[config.mk]
export PLATFORM = sky130hd
export DESIGN_NAME = hilo_issue_ctrl_flat
export DESIGN_NICKNAME = d
export VERILOG_FILES = /design/src/rtl/hilo_issue_ctrl_if.sv /design/src/rtl/hilo_issue_ctrl.sv /design/src/flat_wrapper.sv
export SDC_FILE = /design/constraint.sdc
export NUM_CORES = 1
export LEC_CHECK = 0
export ABC_AREA = 1
export CAP_MARGIN = 10
export CORE_MARGIN = 8
export CORE_UTILIZATION = 50
export CTS_BUF_LIST = sky130_fd_sc_hd__clkbuf_4
export DETAILED_ROUTE_END_ITERATION = 8
export PLACE_DENSITY = 0.91
export SYNTH_ARGS = -nofsm -noshare
export SYNTH_HDL_FRONTEND = slang
export SYNTH_SLANG_ARGS = --single-unit
[constraint.sdc]
create_clock -name clk -period 3.8 [get_ports clk]
set_clock_uncertainty 0.2 [all_clocks]
set_input_delay 0.38 -clock clk [delete_from_list [all_inputs] [get_ports clk]]
set_output_delay 0.38 -clock clk [all_outputs]
set_load 0.02 [all_outputs]
[src/rtl/hilo_issue_ctrl_if.sv]
// Bundle of E/D-stage request signals and MDU/HI-LO control outputs
// exchanged with hilo_issue_ctrl.
//   Req        : interrupt/exception request, E instruction is being flushed
//   E_md_op    : decoded md op in E (0 NONE,1 MULT,2 MULTU,3 DIV,4 DIVU,
//                5 MFHI,6 MFLO,7 MTHI,8 MTLO, 9-15 NONE)
//   E_div_zero : E divisor operand is zero (meaningful with DIV/DIVU)
//   D_md_use   : D-stage instruction is an md op
//   mdu_start  : start pulse to MDU datapath
//   mdu_op     : op presented to the MDU
//   hilo_we    : load {HI,LO} from MDU result
//   hi_we/lo_we: load HI/LO from rs (MTHI/MTLO)
//   rd_sel     : E result mux select (0 none, 1 HI, 2 LO)
//   busy       : op in flight
//   stall_md   : stall the D stage
//   issue_err  : sticky flag, md op presented in E while busy
interface hilo_issue_ctrl_if;
    logic       Req;
    logic [3:0] E_md_op;
    logic       E_div_zero;
    logic       D_md_use;
    logic       mdu_start;
    logic [3:0] mdu_op;
    logic       hilo_we;
    logic       hi_we;
    logic       lo_we;
    logic [1:0] rd_sel;
    logic       busy;
    logic       stall_md;
    logic       issue_err;

    // Controller side
    modport slave (
        input  Req, E_md_op, E_div_zero, D_md_use,
        output mdu_start, mdu_op, hilo_we, hi_we, lo_we, rd_sel, busy,
               stall_md, issue_err
    );

    // Pipeline side
    modport master (
        output Req, E_md_op, E_div_zero, D_md_use,
        input  mdu_start, mdu_op, hilo_we, hi_we, lo_we, rd_sel, busy,
               stall_md, issue_err
    );
endinterface

[src/rtl/hilo_issue_ctrl.sv]
// Sequencing controller for the E-stage multiply/divide unit and HI/LO.
// Issues a one-cycle start for MULT/MULTU/DIV/DIVU, counts the op latency,
// raises hilo_we on the final busy cycle, decodes MTHI/MTLO/MFHI/MFLO, and
// stalls D for any md instruction queued behind a running op.
// Ports:
//   clk   : system clock, rising edge
//   reset : asynchronous active-high reset; forces every output to 0
//   md    : hilo_issue_ctrl_if.slave (see interface header for signals)
// Parameters:
//   MUL_CYCLES : busy cycles for MULT/MULTU (1..15)
//   DIV_CYCLES : busy cycles for DIV/DIVU (1..15)
module hilo_issue_ctrl #(
    parameter int unsigned MUL_CYCLES = 5,
    parameter int unsigned DIV_CYCLES = 10
) (
    input  logic               clk,
    input  logic               reset,
    hilo_issue_ctrl_if.slave   md
);

    typedef enum logic [3:0] {
        OP_NONE  = 4'd0,
        OP_MULT  = 4'd1,
        OP_MULTU = 4'd2,
        OP_DIV   = 4'd3,
        OP_DIVU  = 4'd4,
        OP_MFHI  = 4'd5,
        OP_MFLO  = 4'd6,
        OP_MTHI  = 4'd7,
        OP_MTLO  = 4'd8
    } md_op_e;

    typedef enum logic {
        S_IDLE,
        S_RUN
    } state_e;

    localparam logic [3:0] MUL_N = 4'(MUL_CYCLES);
    localparam logic [3:0] DIV_N = 4'(DIV_CYCLES);

    state_e     state_q, state_d;
    logic [3:0] cnt_q, cnt_d;
    logic [3:0] op_q, op_d;
    logic       err_q, err_d;

    logic is_mul, is_div, is_md, idle, go, start;

    always_comb begin
        is_mul = (md.E_md_op == OP_MULT) || (md.E_md_op == OP_MULTU);
        is_div = (md.E_md_op == OP_DIV)  || (md.E_md_op == OP_DIVU);
        is_md  = (md.E_md_op != OP_NONE) && (md.E_md_op <= OP_MTLO);
        idle   = (state_q == S_IDLE);
        go     = idle && !md.Req;
        // A divide by zero never reaches the datapath; HI/LO stay untouched.
        start  = go && (is_mul || (is_div && !md.E_div_zero));
    end

    // Next-state logic
    always_comb begin
        state_d = state_q;
        cnt_d   = cnt_q;
        op_d    = op_q;
        err_d   = err_q;
        if (start) begin
            state_d = S_RUN;
            cnt_d   = is_mul ? MUL_N : DIV_N;
            op_d    = md.E_md_op;
        end
        if (state_q == S_RUN) begin
            if (cnt_q > 4'd1) begin
                cnt_d = cnt_q - 4'd1;
            end else begin
                state_d = S_IDLE;
                cnt_d   = '0;
            end
            // The running op is committed; an md op in E now is a hazard
            // that the stall should have prevented, so flag it and drop it.
            if (is_md) begin
                err_d = 1'b1;
            end
        end
    end

    always_ff @(posedge clk or posedge reset) begin
        if (reset) begin
            state_q <= S_IDLE;
            cnt_q   <= '0;
            op_q    <= '0;
            err_q   <= 1'b0;
        end else begin
            state_q <= state_d;
            cnt_q   <= cnt_d;
            op_q    <= op_d;
            err_q   <= err_d;
        end
    end

    // Outputs. Combinational terms are gated by reset so that every output
    // reads 0 while reset is held, not just after the next edge.
    always_comb begin
        md.mdu_start = !reset && start;
        md.mdu_op    = reset ? '0 : (start ? md.E_md_op : op_q);
        md.hilo_we   = !reset && (state_q == S_RUN) && (cnt_q == 4'd1);
        md.hi_we     = !reset && go && (md.E_md_op == OP_MTHI);
        md.lo_we     = !reset && go && (md.E_md_op == OP_MTLO);
        md.rd_sel    = 2'd0;
        if (!reset && idle) begin
            if (md.E_md_op == OP_MFHI) begin
                md.rd_sel = 2'd1;
            end else if (md.E_md_op == OP_MFLO) begin
                md.rd_sel = 2'd2;
            end
        end
        md.busy      = !reset && (state_q == S_RUN);
        md.stall_md  = !reset && md.D_md_use && ((state_q == S_RUN) || start);
        md.issue_err = err_q;
    end

endmodule
[src/flat_wrapper.sv]
// flat-port wrapper written by rule: the top's interface ports become plain ports
module hilo_issue_ctrl_flat 
#(
    parameter int unsigned MUL_CYCLES = 5,
    parameter int unsigned DIV_CYCLES = 10
)
  (clk, reset, md_Req, md_E_md_op, md_E_div_zero, md_D_md_use, md_mdu_start, md_mdu_op, md_hilo_we, md_hi_we, md_lo_we, md_rd_sel, md_busy, md_stall_md, md_issue_err);
  hilo_issue_ctrl_if md_i ();
  input  logic clk;
  input  logic reset;
  input wire logic [$bits(md_i.Req)-1:0] md_Req;
  input wire logic [$bits(md_i.E_md_op)-1:0] md_E_md_op;
  input wire logic [$bits(md_i.E_div_zero)-1:0] md_E_div_zero;
  input wire logic [$bits(md_i.D_md_use)-1:0] md_D_md_use;
  output wire logic [$bits(md_i.mdu_start)-1:0] md_mdu_start;
  output wire logic [$bits(md_i.mdu_op)-1:0] md_mdu_op;
  output wire logic [$bits(md_i.hilo_we)-1:0] md_hilo_we;
  output wire logic [$bits(md_i.hi_we)-1:0] md_hi_we;
  output wire logic [$bits(md_i.lo_we)-1:0] md_lo_we;
  output wire logic [$bits(md_i.rd_sel)-1:0] md_rd_sel;
  output wire logic [$bits(md_i.busy)-1:0] md_busy;
  output wire logic [$bits(md_i.stall_md)-1:0] md_stall_md;
  output wire logic [$bits(md_i.issue_err)-1:0] md_issue_err;
  assign md_i.Req = md_Req;
  assign md_i.E_md_op = md_E_md_op;
  assign md_i.E_div_zero = md_E_div_zero;
  assign md_i.D_md_use = md_D_md_use;
  assign md_mdu_start = md_i.mdu_start;
  assign md_mdu_op = md_i.mdu_op;
  assign md_hilo_we = md_i.hilo_we;
  assign md_hi_we = md_i.hi_we;
  assign md_lo_we = md_i.lo_we;
  assign md_rd_sel = md_i.rd_sel;
  assign md_busy = md_i.busy;
  assign md_stall_md = md_i.stall_md;
  assign md_issue_err = md_i.issue_err;
  hilo_issue_ctrl #(.MUL_CYCLES(MUL_CYCLES), .DIV_CYCLES(DIV_CYCLES)) u_core (.clk(clk), .reset(reset), .md(md_i));
endmodule
==> flow_metrics.py, run 1 <==
metrics = {
    "synth": {
        "synthArstFlopShare_pct": 100,
        "yosysTopAreaCellShare_pct": 36.8,
        "synth_area_per_cell_um2": 6.73,
        "yosysMostFrequentCell": "nand2_1",
        "synthTopCellsByArea": "dfrtp_1, nand2_1, inv_1, nand3_1, nor2_1",
        "synthFlopType": "dfrtp_1",
        "yosysTopAreaCell": "dfrtp_1",
        "synth.cell_area_um2": 679,
        "synth_cells": 101,
        "synth-edff-count": 0,
        "synth_commonest_cells": "nand2_1, inv_1, dfrtp_1",
        "synth-seq-cells": 10,
        "yosysSeqAreaShare_pct": 36.8,
        "synth.distinct_cells": 19,
        "synth_warnings": 0,
        "synth_nets": 112,
    },
    "timing": {
        "drv_slew": 0,
        "hold_slack_ns": 0.266,
        "tns_ns": 0,
        "tightest_slew_ns": 0.387,
        "relSlewSlack_pct": 74.1,
        "period_share_pct": 82.6,
        "final-hold-violation-count": 0,
        "setup_viol": 0,
        "fmaxAchievable_ghz": 0.319,
        "rsz0062_at_grt": "false",
        "period_minus_slack_ns": 3.14,
        "fin_ws_ns": 0.661,
    },
    "cts": {
        "postCtsResizedCells": 0,
        "clock_latency_ns": 0.27,
        "postCtsSetupRepairBufs": 0,
        "tritoncts": "built",
        "htree_levels": 1,
        "clock_path_buffers": 2,
        "cts.clk_slew.worst_paths_ns": 0.06,
        "cts_hold_buf": 0,
        "root_buffer": "clkbuf_4",
        "cts.sinks": 10,
        "cts_buffers": 3,
    },
    "power_and_ir_drop": {
        "ir_drop_uv": 291,
        "p_leak_nw": 0.481,
        "p_per_area_nw_per_um2": 522,
    },
    "finish": {
        "final_layout_size_suffix_gt1_share_pct": 12.0,
        "fin_nets": 137,
        "n_antenna_cell": 0,
        "syn_to_final_growth_pct": 36.5,
        "final_cells": 140,
        "fillers": 107,
    },
    "floorplan": {
        "initial_core_util_pct": 52.9,
        "die_y_um": 52.9,
        "ios": 22,
        "core_um2": 1280,
        "die_area_um2": 2790,
        "die_x_um": 52.9,
        "fp-row-count": 13,
    },
    "global_route": {
        "use_met2_pct": 21.7,
        "grt_max_degree": 12,
        "grt_pass1_vias": 649,
        "antenna_found_initial": 0,
        "overflow": 0,
        "grt_pass1_wl_mm": 2.77,
        "grt_use_met1_pct": 14.1,
        "globalRouteTotalUtil_pct": 13.3,
        "grt.busiest_layer": "met2",
        "grtUsageMet3_pct": 5.04,
    },
    "drt": {
        "drt_pass1_iterations": 5,
        "drtIter0Drc": 18,
        "wirelength_mm": 1.84,
        "wl_per_cell_um": 13.1,
        "avgViaCountPerCell": 5.17,
        "drc": 0,
        "ant_nets": 0,
        "num_vias": 724,
    },
    "critical_path": {
        "worstSetupPathType": "input port to output pin",
        "cp_slowest_stage_delay_ns": 0.62,
        "cp_slowest_cell": "clkdlybuf4s50_1",
        "critPathRequiredTime_ns": 3.22,
        "crit_fanout": 11,
        "cpMostUsedCell": "nand2_1",
        "critPathLaunchType": "input port",
        "worstPathArrival_ns": 2.56,
        "cp-end-kind": "output pin",
        "path_cells": "clkdlybuf4s50_1 > inv_2 > nor2_1 > nand2_1 > nand2_1 > nand2_1 > nand2_2 > nand2_2 > nand2_1 > nand2_1 > nor2_1 > clkdlybuf4s50_1",
    },
    "placement": {
        "place_inst": 136,
        "place_ws_ns": 0.694,
        "gp_congestion": 0.846,
        "port-buffer-count": 21,
        "hpwl_mm": 1.41,
    },
    "run_status": {
        "outcome": "finished clean",
    },
    "job": {
        "drv_cap": 0,
    },
    "min_path": {
        "worst_hold_path_type": "flip-flop to flip-flop",
    },
}
path summary, 6_finish.rpt:
kind                            startpoint  slack [ns]         endpoint  cells after the start
max                          md_E_md_op[2]        0.66      md_stall_md                     12
min                         u_core.op_q[3]        0.27   u_core.op_q[3]                      2
max reg2reg                u_core.cnt_q[0]        2.24  u_core.cnt_q[3]                      7
min reg2reg                 u_core.op_q[3]        0.27   u_core.op_q[3]                      2
max in group asynchronous            reset        2.74  u_core.cnt_q[0]                      3
min in group asynchronous            reset        0.52  u_core.cnt_q[3]                      3
layer usage:
metal	vias to the layer above	wire length [µm]
met5	-	0
met4	0	42
met3	5	166
met2	36	870
met1	325	756
li1	358	-
logic make-up (layout without fill, tap and decap cells):
kind of cell	after synthesis	after routing	share of synthesized area, %
adders and majority gates	2	2	3.68
buffers and inverters	21	45	12.7
AOI/OAI and AO/OA	7	7	5.71
and+or+nand+nor	59	59	38.5
xor gates and xnor gates	2	2	2.58
DFF	10	10	36.8
cell type report:
cell class / count / area [µm²] / area share (%)
Multi-Input combinational cell: 70 / 343 / 37.0
Sequential cell: 10 / 250 / 27.0
Timing Repair Buffer: 22 / 218 / 23.5
Inverter: 19 / 71.3 / 7.69
Clock buffer: 3 / 22.5 / 2.43
Tap cell: 15 / 18.8 / 2.02
Clock inverter: 1 / 3.75 / 0.405
worst max-delay path: cells and delay by family:
family / cells / cell delay, ns
buffers and inverters: 3 / 1.22
AND/OR/NAND/NOR: 9 / 0.97
state kept, by name (all words and copies together), names as in the netlist:
name	cells
u_core.op_q	4
u_core.state_q	1
u_core.cnt_q	4
u_core.md.issue_err	1
metrics by stage:
| step | power, W | area (µm²) | utilization (%) |
|---|---|---|---|
| finish | 0.000484 | 927 | 72.2 |
| global route | 0.000521 | 927 | 72.2 |
| CTS | 0.000485 | 927 | 72.2 |
| detailed placement | 0.000405 | 901 | 70.1 |
| global placement | 0.000395 | 901 | 70.1 |
| floorplan | 0.000329 | 679 | - |
where the power goes:
| group | switching [W] | total [W] | internal [W] |
|---|---|---|---|
| Clock | 0.0000378 | 0.0000759 | 0.0000381 |
| Combinational | 0.000143 | 0.000236 | 0.0000928 |
| Sequential | 0.0000293 | 0.000172 | 0.000143 |
| Total | 0.000210 | 0.000484 | 0.000274 |
cell usage in the layout, fill, tap and decap left out, types with 3 or more instances in the layout:
master           instances
inv_2                    3
clkbuf_4                 3
nand2_1                 29
dfrtp_1                 10
inv_1                   16
nand3_1                  8
clkdlybuf4s50_1         21
nor2_1                   9
o21ai_0                  6
nor2_2                   5
(Power assumes the default switching activity.)
==> run 2: changes to the inputs <==
- CORE_UTILIZATION: 50 -> 42
- PLACE_DENSITY: 0.91 -> 0.82
- clock period: 3.8 -> 2.6 ns (I/O delays scaled with it)
==> run 2 against run 1 <==
Register-to-register slack got worse by 1.2 ns. Total power rose by 49%. Setup slack got worse by 0.47 ns. Largest cell class unchanged. Largest power group unchanged. Highest routed layer unchanged.
==> flow_metrics.py, run 2 (synthesized netlist as in run 1, its figures left out) <==
metrics = {
    "run_status": {
        "outcome": "finished clean",
    },
    "critical_path": {
        "crit_start": "reset",
        "timing.rr.start": "u_core.cnt_q[0]",
        "worstPathArrival_ns": 1.95,
        "worstSetupPathType": "input port to output pin",
        "reg2regPathDepth": 7,
        "rrSetupSlack_ns": 1.07,
        "cp-end-kind": "output pin",
        "critPathLaunchType": "input port",
        "crit_fanout": 6,
        "timing.rr.end": "u_core.cnt_q[3]",
        "critPathRequiredTime_ns": 2.14,
    },
    "placement": {
        "place_inst": 147,
        "gp_congestion": 0.846,
        "port-buffer-count": 21,
        "hpwl_mm": 1.44,
    },
    "finish": {
        "syn_to_final_growth_pct": 47.7,
        "final_layout_size_suffix_gt1_share_pct": 18.5,
        "fin_nets": 147,
        "fillers": 129,
        "final_util_pct": 66.6,
        "regArea_um2": 250,
        "final_common_cell": "nand2_1",
        "multi_input_area_um2": 343,
        "n_antenna_cell": 0,
        "mostFrequentLayoutCells": "nand2_1, inv_1, clkdlybuf4s50_1, buf_4, dfrtp_1",
        "reg_top3": "u_core.cnt_q (4), u_core.op_q (4)",
        "final_cells": 151,
    },
    "power_and_ir_drop": {
        "p_per_area_nw_per_um2": 719,
        "p_total_w": 0.000722,
        "p_leak_nw": 0.577,
        "ir_drop_uv": 432,
    },
    "timing": {
        "rsz0062_at_grt": "false",
        "setup_viol": 0,
        "fmaxAchievable_ghz": 0.414,
        "tns_ns": 0,
        "tightest_slew_ns": 0.275,
        "final-hold-violation-count": 0,
        "drv_slew": 0,
        "period_share_pct": 92.8,
        "period_minus_slack_ns": 2.41,
        "relSlewSlack_pct": 81.6,
    },
    "floorplan": {
        "core_um2": 1510,
        "die_y_um": 56.2,
        "ios": 22,
        "initial_core_util_pct": 45.1,
        "fp-row-count": 14,
        "die_area_um2": 3160,
        "die_x_um": 56.2,
    },
    "global_route": {
        "grt_pass1_wl_mm": 3.07,
        "globalRouteTotalUtil_pct": 11.9,
        "overflow": 0,
        "grt_pass1_vias": 700,
        "grt_max_degree": 11,
        "antenna_found_initial": 0,
    },
    "job": {
        "drv_cap": 0,
    },
    "cts": {
        "clock_path_buffers": 2,
        "tritoncts": "built",
        "clock_latency_ns": 0.27,
        "cts.sinks": 10,
        "htree_levels": 1,
        "cts_buffers": 3,
        "postCtsSetupRepairBufs": 0,
        "root_buffer": "clkbuf_4",
        "cts.clk_slew.worst_paths_ns": 0.07,
    },
    "drt": {
        "wl_met2_um": 857,
        "drt_pass1_iterations": 4,
        "wirelength_mm": 1.86,
        "wl_per_cell_um": 12.3,
        "avgViaCountPerCell": 4.89,
        "routed.top_layer": "met4",
        "drc": 0,
        "drtIter0Drc": 12,
        "wl_met1_um": 846,
        "routed-wl-met3_um": 114,
        "num_vias": 739,
        "ant_nets": 0,
    },
    "min_path": {
        "whs_endpoint": "u_core.md.issue_err",
        "min_from": "u_core.md.issue_err",
        "worst_hold_path_type": "flip-flop to flip-flop",
        "min_path_cells": 1,
    },
}
## run 2: critical path: stages
cell and delay (ns):
clkdlybuf4s50_1 0.54, nor2_1 0.18, inv_1 0.07, nor4_1 0.23
clkdlybuf4s50_1 0.66
## run 2: stage by stage
step | setup slack (ns) | area, µm² | hold WS [ns]
after CTS | 0.0257 | 998 | 0.279
final | 0.187 | 1000 | 0.272
after global routing | 0.0440 | 1000 | 0.294
after detailed placement | -0.0396 | 977 | 0.263
after global placement | 0.0204 | 977 | 0.258
after floorplan | 0.786 | 679 | 0.144
## run 2: final cells by class
class | instances | area share [%]
clock buffer | 3 | 2.24
clock inverter | 1 | 0.374
inverter | 19 | 7.11
multi-input combinational | 70 | 34.2
sequential | 10 | 24.9
tap | 16 | 2.00
timing repair buffer | 32 | 29.2
## run 2: power by group
part	switching [W]	total [W]	internal, W
clock network	0.0000587	0.000114	0.0000556
registers	0.0000423	0.000251	0.000209
logic	0.000208	0.000356	0.000148
## run 2: worst max-delay path by stage
stage	end	slack, ns	cells after the start
global placement	md_stall_md	0.02	12
detailed placement	md_mdu_op[0]	-0.04	12
CTS	md_mdu_op[3]	0.03	9
floorplan	md_hi_we	0.79	4
finish	md_rd_sel[0]	0.19	5
global route	md_rd_sel[1]	0.04	5
## run 2: per-layer routing
layer	vias up	global-route usage, %
met5	-	0
met2	19	19.3
met3	5	4.11
li1	382	-
met1	333	12.5
met4	0	7.90
## run 2: timing repair
item                       CTS  global route
hold buffers                 0             0
setup endpoints to repair    4             2
gates resized for setup      4             2
